--- src/rtl/ir_if.sv ---
// ir_if: instruction register bus (load, scan and immediate select)
interface ir_if;
  logic [15:0] ir_in;
  logic        ir_we;
  logic        imm_sel;
  logic        test;
  logic        sdi;
  logic [15:0] ir;
  logic [15:0] imm;
  modport master (output ir_in, ir_we, imm_sel, test, sdi, input ir, imm);
  modport slave (input ir_in, ir_we, imm_sel, test, sdi, output ir, imm);
endinterface

--- src/rtl/ir.sv ---
// ir: 16-bit instruction register with scan shift and sign-extended immediate
module ir (
  input logic clk,
  input logic rst,
  ir_if.slave bus
);
  logic [15:0] ir_q, ir_d;
  // scan shift wins over load; otherwise hold
  always_comb ir_d = bus.test ? {ir_q[14:0], bus.sdi} : bus.ir_we ? bus.ir_in : ir_q;
  // register with asynchronous clear
  always_ff @(posedge clk or posedge rst)
    if (rst) ir_q <= '0;
    else ir_q <= ir_d;
  assign bus.ir = ir_q;
  assign bus.imm = bus.imm_sel ? {{11{ir_q[4]}}, ir_q[4:0]} : {{8{ir_q[7]}}, ir_q[7:0]};
endmodule

--- src/flat_wrapper.sv ---
// flat-port wrapper written by rule: the top's interface ports become plain ports
module ir_flat 
  (clk, rst, bus_ir_in, bus_ir_we, bus_imm_sel, bus_test, bus_sdi, bus_ir, bus_imm);
  ir_if bus_i ();
  input logic clk;
  input logic rst;
  input wire logic [$bits(bus_i.ir_in)-1:0] bus_ir_in;
  input wire logic [$bits(bus_i.ir_we)-1:0] bus_ir_we;
  input wire logic [$bits(bus_i.imm_sel)-1:0] bus_imm_sel;
  input wire logic [$bits(bus_i.test)-1:0] bus_test;
  input wire logic [$bits(bus_i.sdi)-1:0] bus_sdi;
  output wire logic [$bits(bus_i.ir)-1:0] bus_ir;
  output wire logic [$bits(bus_i.imm)-1:0] bus_imm;
  assign bus_i.ir_in = bus_ir_in;
  assign bus_i.ir_we = bus_ir_we;
  assign bus_i.imm_sel = bus_imm_sel;
  assign bus_i.test = bus_test;
  assign bus_i.sdi = bus_sdi;
  assign bus_ir = bus_i.ir;
  assign bus_imm = bus_i.imm;
  ir u_core (.clk(clk), .rst(rst), .bus(bus_i));
endmodule
--- config.mk ---
export PLATFORM = sky130hd
export DESIGN_NAME = ir_flat
export DESIGN_NICKNAME = d
export VERILOG_FILES = /design/src/rtl/ir_if.sv /design/src/rtl/ir.sv /design/src/flat_wrapper.sv
export SDC_FILE = /design/constraint.sdc
export NUM_CORES = 1
export LEC_CHECK = 0
export CELL_PAD_IN_SITES_DETAIL_PLACEMENT = 0
export CELL_PAD_IN_SITES_GLOBAL_PLACEMENT = 1
export CORE_ASPECT_RATIO = 1.25
export CORE_MARGIN = 3
export CORE_UTILIZATION = 25
export DETAILED_ROUTE_END_ITERATION = 8
export PLACE_DENSITY = 0.88
export REMOVE_ABC_BUFFERS = 1
export SLEW_MARGIN = 20
export SYNTH_ARGS = -nofsm -noshare
export SYNTH_HDL_FRONTEND = slang
export SYNTH_SLANG_ARGS = --single-unit
--- constraint.sdc ---
create_clock -name clk -period 1.75 [get_ports clk]
set_input_delay 0.35 -clock clk [delete_from_list [all_inputs] [get_ports clk]]
set_output_delay 0.35 -clock clk [all_outputs]
set_load 0.01 [all_outputs]
==> results.md, run 1 <==
* Result of the run: complete, no violations
* Final sum of negative setup slack at 0 ns
* Endpoint type of the worst setup path: output port
* Clock share of power at a little over a quarter
* Row count at 23
* Root buf cell: clkbuf_8
* Top FF cell, synth: dfrtp_1
* Share of the synthesized area in the top cell type at 45.7%
* Effective utilization at floorplan at 26.7%
* CP peak stage delay at ~0.52 ns
* Number of flip-flops in the largest register at 16
* Buffering stage count on the worst path with inverters included at 2
* Number of warnings issued by yosys at 0
* Wire length reported by the detailed router at between 2 and 2.5 mm
* Area occupied by multi-input gates at approximately 320 µm²
* Count of mapped cells out of synthesis at 90
* CTS tree: done
* Synth unique cells at 11
* Via/cell ratio at around 4.4
* Iteration-0 DRC count of the detailed router at 24
* Slew margin rel. at 58.4%
* Clk sink count at 16
* Final Max Tran Viols at 0
* Synth area leaders: dfrtp_1 46%, mux2i_1 18%, buf_4 11%
* Critical path type: reg -> out
* Clock Pin Slew Worst Setup and Hold Paths at around 0.060 ns
* # Max-Cap Violations at 0
* Post-detailed-placement half-perimeter wirelength at 1.62 mm
* Arr. time, crit path at 1.28 ns
* Drt pass-1 iters at 2
* Antenna Violating Nets Remaining at 0
* Setup repair after global routing missed its margin: no
* Critical Path Slowest Stage Cell: clkdlybuf4s50_1
* #FFs+latches synth at 16
* Detail-routed net length per standard cell at 12.0 µm
* Maximum fanout encountered on the critical timing path at 4
* Share of the clock period used by the worst path after layout at 93.0%
* Endpoints failing hold at 0
* Startpoint class of the critical path: flop
* Die area at 4250 µm²
* Power Dens Cells at slightly above 800 nW/µm²
* Library cell occupying the most area in the post-synthesis netlist: dfrtp_1
* Min-Delay Path Class: in -> async
* Mean area per synthesized cell at 9.73 µm²
* Commonest cells post-synth: 17 x nand2_1, 16 x dfrtp_1, 16 x mux2i_1
* Min setup slack post-route at 0.122 ns
* I/O pins at 54
* Crit path time final at 1.63 ns
* Number of diodes added for antenna fixing at 0
* Synthesis-to-finish area growth at 61.3%
* Largest vdd supply drop at 0.349 mV
* Total global routing overflow at 0
* Critical path's top delay family: buffers and inverters
* Worst-Skew Late Latency at 0.24 ns
* Transition time at the pin with the least slew margin at ~0.62 ns
* Post-synth design cell area at approximately 880 µm²
* Sequential share of power at between 30% and 40%
* Vias in the first global route at 785
* PortBufs at 53
* Total vias in the final route at 756
* CTS HTree Levels at 1
* Global-route wire length before repair at ~3.5 mm
* Filler cell count at 344
* Number of synthesized flops with an enable pin at 0
* Final RePlAce weighted congestion at roughly 0.65
* Power Internal at 850 µW
* Share of cells above drive strength 1 at under 10%
* Pin count of the biggest net entering global routing at 33
* CP required at 1.40 ns
* Total CTS buffers at 3
* Sequential element share of the synthesized area at 45.7%
* Most frequent cell after synthesis: nand2_1
* Dpl ws at -0.333 ns
* Final setup violation count at 0
* Share of synthesized flip-flops with an asynchronous set or reset at 100%
* Worst-case clock skew at between 0.004 and 0.005 ns
* Cell Chain, Critical Path: buf_4 > clkdlybuf4s50_1
* Area occupied by registers at 400 µm²
* Fraction of power spent switching nets at 27.3%
* Overall track demand over capacity in global routing at 10.4%
* Antenna violations before repair at 0
* Die boundary height at 72.2 µm
* Chip width at slightly below 60 µm
* Drt drc at 0
* Switching power total at 319 µW
* Relative contribution of combinational cells to total power at 33.5%
* Number of nets in the layout at 158
* Core Region at 3280 µm²
* Peak clock frequency supported by timing at 614 MHz
* Hold-fix buffers at CTS at 0
* Number of buffers on the longest clock path at 2
* Static power due to leakage at roughly 0.00067 µW
cell type report:
cell class                      instances  share of cell area [%]
Clock buffer                            4                    3.90
Inverter                                4                    1.06
Multi-Input combinational cell         52                    22.6
Sequential cell                        16                    28.3
Tap cell                               37                    3.28
Timing Repair Buffer                   59                    40.8
final timing paths:
kind / from / end / slack, ns / cells past startpoint
max: u_core.bus.ir[4] / bus_ir[4] / 0.12 / 2
min: rst / u_core.bus.ir[0] / 0.48 / 2
max reg2reg: u_core.bus.ir[4] / u_core.bus.ir[4] / 0.89 / 3
min reg2reg: u_core.bus.ir[14] / u_core.bus.ir[15] / 0.52 / 2
max in group asynchronous: rst / u_core.bus.ir[5] / 0.87 / 2
min in group clk: u_core.bus.ir[14] / u_core.bus.ir[15] / 0.52 / 2
routing by layer:
metal,share of wire [%],up-vias,GRT usage [%]
met3,9.1,2,1.96
met2,51,36,18.8
met5,0,-,0
met1,40,342,11.9
li1,-,376,-
met4,0.39,0,3.78
kinds of logic after synthesis:
logic type	Yosys count	synth area share, %
muxes	16	18.3
DFF	16	45.7
buffers and inverters	22	17.9
AOI/OAI and AO/OA	19	10.9
and+or+nand+nor	17	7.29
per-stage QoR:
step                total power [µW]  instance area, µm²  cells  utilization, %  hold slack (ns)
floorplan                        587                 734     72               -            0.264
global placement                 869                1350    166            41.3            0.494
detailed placement               880                1350    166            41.3            0.510
CTS                             1190                1400    171            42.8            0.509
global route                    1240                1410    172            43.1            0.549
finish                          1170                1410    172            43.1            0.479
power by group through the flow:
stage               Sequential (µW)  Clock, µW  Combinational [µW]
floorplan                       489          0                97.2
global placement                463          0                 406
detailed placement              465          0                 415
CTS                             459        334                 396
global route                    465        352                 427
finish                          457        321                 391
cells in the final DEF, fill, tap and decap left out, drive strengths merged, types with 4 or more instances in the layout:
cell type | netlist | layout
buf | 16 | 6
inv | 4 | 4
clkbuf | 2 | 4
dfrtp | 16 | 16
o21ai | 19 | 19
mux2i | 16 | 16
nand2 | 17 | 17
clkdlybuf4s50 | 0 | 41
dlygate4sd2 | 0 | 10
what timing repair did:
item,CTS,global route
setup buffers,0,1
setup endpoints to repair,11,4
gates resized for setup,15,1
gates cloned,1,0
Power figures use the tool's default switching activity.
==> run 2, diff against run 1 <==
==> constraint.sdc (replaced) <==
create_clock -name clk -period 1.75 [get_ports clk]
set_input_delay 0.35 -clock clk [delete_from_list [all_inputs] [get_ports clk]]
set_output_delay 0.35 -clock clk [all_outputs]
set_load 0.1 [all_outputs]
==> run 2 against run 1 <==
Effect of this change: clock power fell by 19%; non-clock buffer count fell by 2; sequential power up 8.3%; fmax fell by 2.4%; clock skew is 0.0046 ns lower; critical path depth grew 2; utilization up 12 points; first-iteration DRC count shrank 38%; global-route usage up 0.77 points; register-to-register slack better by 0.04 ns; sequential cell count stayed put; highest routed layer unchanged.
==> results.md, run 2 (synthesis gave the netlist of run 1 again) <==
* PortBufs at 53 (unchanged)
* Number of buffers on the longest clock path at 2 (unchanged)
* Min-Delay Path Class: in -> async
* Result of the run: complete, no violations
* Startpoint class of the critical path: flop
* I/O pins at 54 (unchanged)
* Antenna Violating Nets Remaining at 0 (unchanged)
* # Max-Cap Violations at 0 (unchanged)
* Final RePlAce weighted congestion at 0.726 (+11%)
* Slew margin rel. at 58.4% (about the same)
* Largest vdd supply drop at 0.651 mV (+86%)
* Critical path's top delay family: flip-flops
* Transition time at the pin with the least slew margin at 0.623 ns (-0.000452 ns)
* Post-detailed-placement half-perimeter wirelength at 1.72 mm (+6.5%)
* Buffering stage count on the worst path with inverters included at 2 (unchanged)
* Row count at 23 (unchanged)
* CP peak stage delay at 0.44 ns (-0.08 ns)
* CP required at 1.40 ns (about the same)
* Pin count of the biggest net entering global routing at 33 (unchanged)
* Number of flip-flops in the largest register at 16 (unchanged)
* Final sum of negative setup slack at 0 ns (unchanged)
* Endpoints failing hold at 0 (unchanged)
* Die boundary height at 72.2 µm (unchanged)
* Total global routing overflow at 0 (unchanged)
* Arr. time, crit path at 1.32 ns (+0.04 ns)
* Total vias in the final route at 755 (-0.13%)
* Maximum fanout encountered on the critical timing path at 5 (+1)
* Root buf cell: clkbuf_8
* Antenna violations before repair at 0 (unchanged)
* Setup repair after global routing missed its margin: no
* Drt pass-1 iters at 2 (unchanged)
* Total CTS buffers at 3 (unchanged)
* Die area at 4250 µm² (unchanged)
* Share of cells above drive strength 1 at 31.8% (+24 points)
* Chip width at 58.9 µm (unchanged)
* Overall track demand over capacity in global routing at 11.2% (+0.77 points)
* Core Region at 3280 µm² (unchanged)
* Top library cells by usage in the layout, fill and taps aside: 30 x buf_12, 20 x clkdlybuf4s50_1, 17 x nand2_1
* Number of diodes added for antenna fixing at 0 (unchanged)
* Clock Pin Slew Worst Setup and Hold Paths at 0.06 ns (about the same)
* Final Max Tran Viols at 0 (unchanged)
* Critical Path Slowest Stage Cell: dfrtp_2
* Via/cell ratio at 4.47 (+1.6%)
* Placement Cell Area at 1680 µm² (+24%)
* Vias in the first global route at 778 (-0.89%)
* Iteration-0 DRC count of the detailed router at 15 (-38%)
* Power Dens Cells at 1180 nW/µm² (+42%)
* Static power due to leakage at 0.000806 µW (+21%)
* Final setup violation count at 0 (unchanged)
* Endpoint type of the worst setup path: output port
* Most common cell after layout, fill and taps aside: buf_12
* CTS tree: done
* Worst-Skew Late Latency at 0.24 ns (about the same)
* Critical path type: reg -> out
* Most prevalent standard cell on the critical path: buf_12
* CTS HTree Levels at 1 (unchanged)
* Global-route wire length before repair at 3.67 mm (+6.0%)
* Share of the clock period used by the worst path after layout at 95.3% (+2.3 points)
* Min setup slack post-route at 0.0818 ns (-0.0401 ns)
* Worst hold slack at 0.506 ns (+0.0266 ns)
* Effective utilization at floorplan at 26.7% (unchanged)
* Crit path time final at 1.67 ns (+0.0401 ns)
* Wire length reported by the detailed router at 2.22 mm (+7.1%)
* Drt drc at 0 (unchanged)
* Synthesis-to-finish area growth at 104%
* Dpl ws at -0.128 ns (+0.205 ns)
* Number of nets in the layout at 156 (-1.3%)
* Detail-routed net length per standard cell at 13.1 µm (+9.0%)
* Worst-case clock skew at 0.000426 ns (-0.00457 ns)
* Peak clock frequency supported by timing at 599 MHz (-2.4%)
* Cell Chain, Critical Path: nand2_1 > o21ai_4 > buf_12 > buf_12
* Post-Layout Inst Area at 1790 µm² (+27%)
* Clk sink count at 16 (unchanged)
==> run 2: path summary, 6_finish.rpt <==
check | cells past startpoint | slack (ns) | end | from
max | 4 | 0.08 | bus_imm[8] | u_core.bus.ir[4]
max in group asynchronous | 2 | 0.81 | u_core.bus.ir[4] | rst
min reg2reg | 2 | 0.57 | u_core.bus.ir[15] | u_core.bus.ir[14]
min in group clk | 2 | 0.57 | u_core.bus.ir[15] | u_core.bus.ir[14]
min | 2 | 0.51 | u_core.bus.ir[13] | rst
max reg2reg | 2 | 0.93 | u_core.bus.ir[1] | u_core.bus.ir[1]
==> run 2: power by group <==
group          internal (µW)  switching [µW]  leakage [µW]
sequential               418            77.1      0.000196
combinational            496             857      0.000588
clock                    152             109     0.0000216
total                   1070            1040      0.000806
==> run 2: area by class of cell <==
class                   instances  area [µm²]
well taps                      37        46.3
inverters                       4        15.0
clock buffers                   3        41.3
flip-flops and latches         16         403
multi-input cells              52         330
fillers                       283        1490
repair buffers                 57         955
==> run 2: metrics by stage <==
stage               instances  util, %  power [µW]
CTS                       169     54.5        2130
global route              169     54.6        2190
global placement          165     51.2        1800
detailed placement        165     51.2        1810
finish                    169     54.6        2110
floorplan                  72        -        1150
==> run 2: metal layers <==
layer / GRT usage (%) / vias to the layer above / share of wire [%] / wire (µm)
li1: - / 376 / - / -
met1: 12.3 / 341 / 37 / 816
met2: 21.1 / 36 / 55 / 1220
met3: 2.31 / 2 / 7.7 / 172
met4: 3.02 / 0 / 0.36 / 8
met5: 0 / - / 0 / 0
==> run 2: worst register-to-register path: cells and delay by family, from the launching register on <==
kind | cells | cell delay, ns
AO/OA/AOI/OAI | 1 | 0.09
flip-flops | 1 | 0.46
multiplexers | 1 | 0.15
==> run 2: timing repair <==
item,CTS,global route
setup buffers,0,0
hold buffers,0,0
pin swaps,0,1
resized for setup,9,2
setup endpoints to repair,9,11
gates cloned,1,0
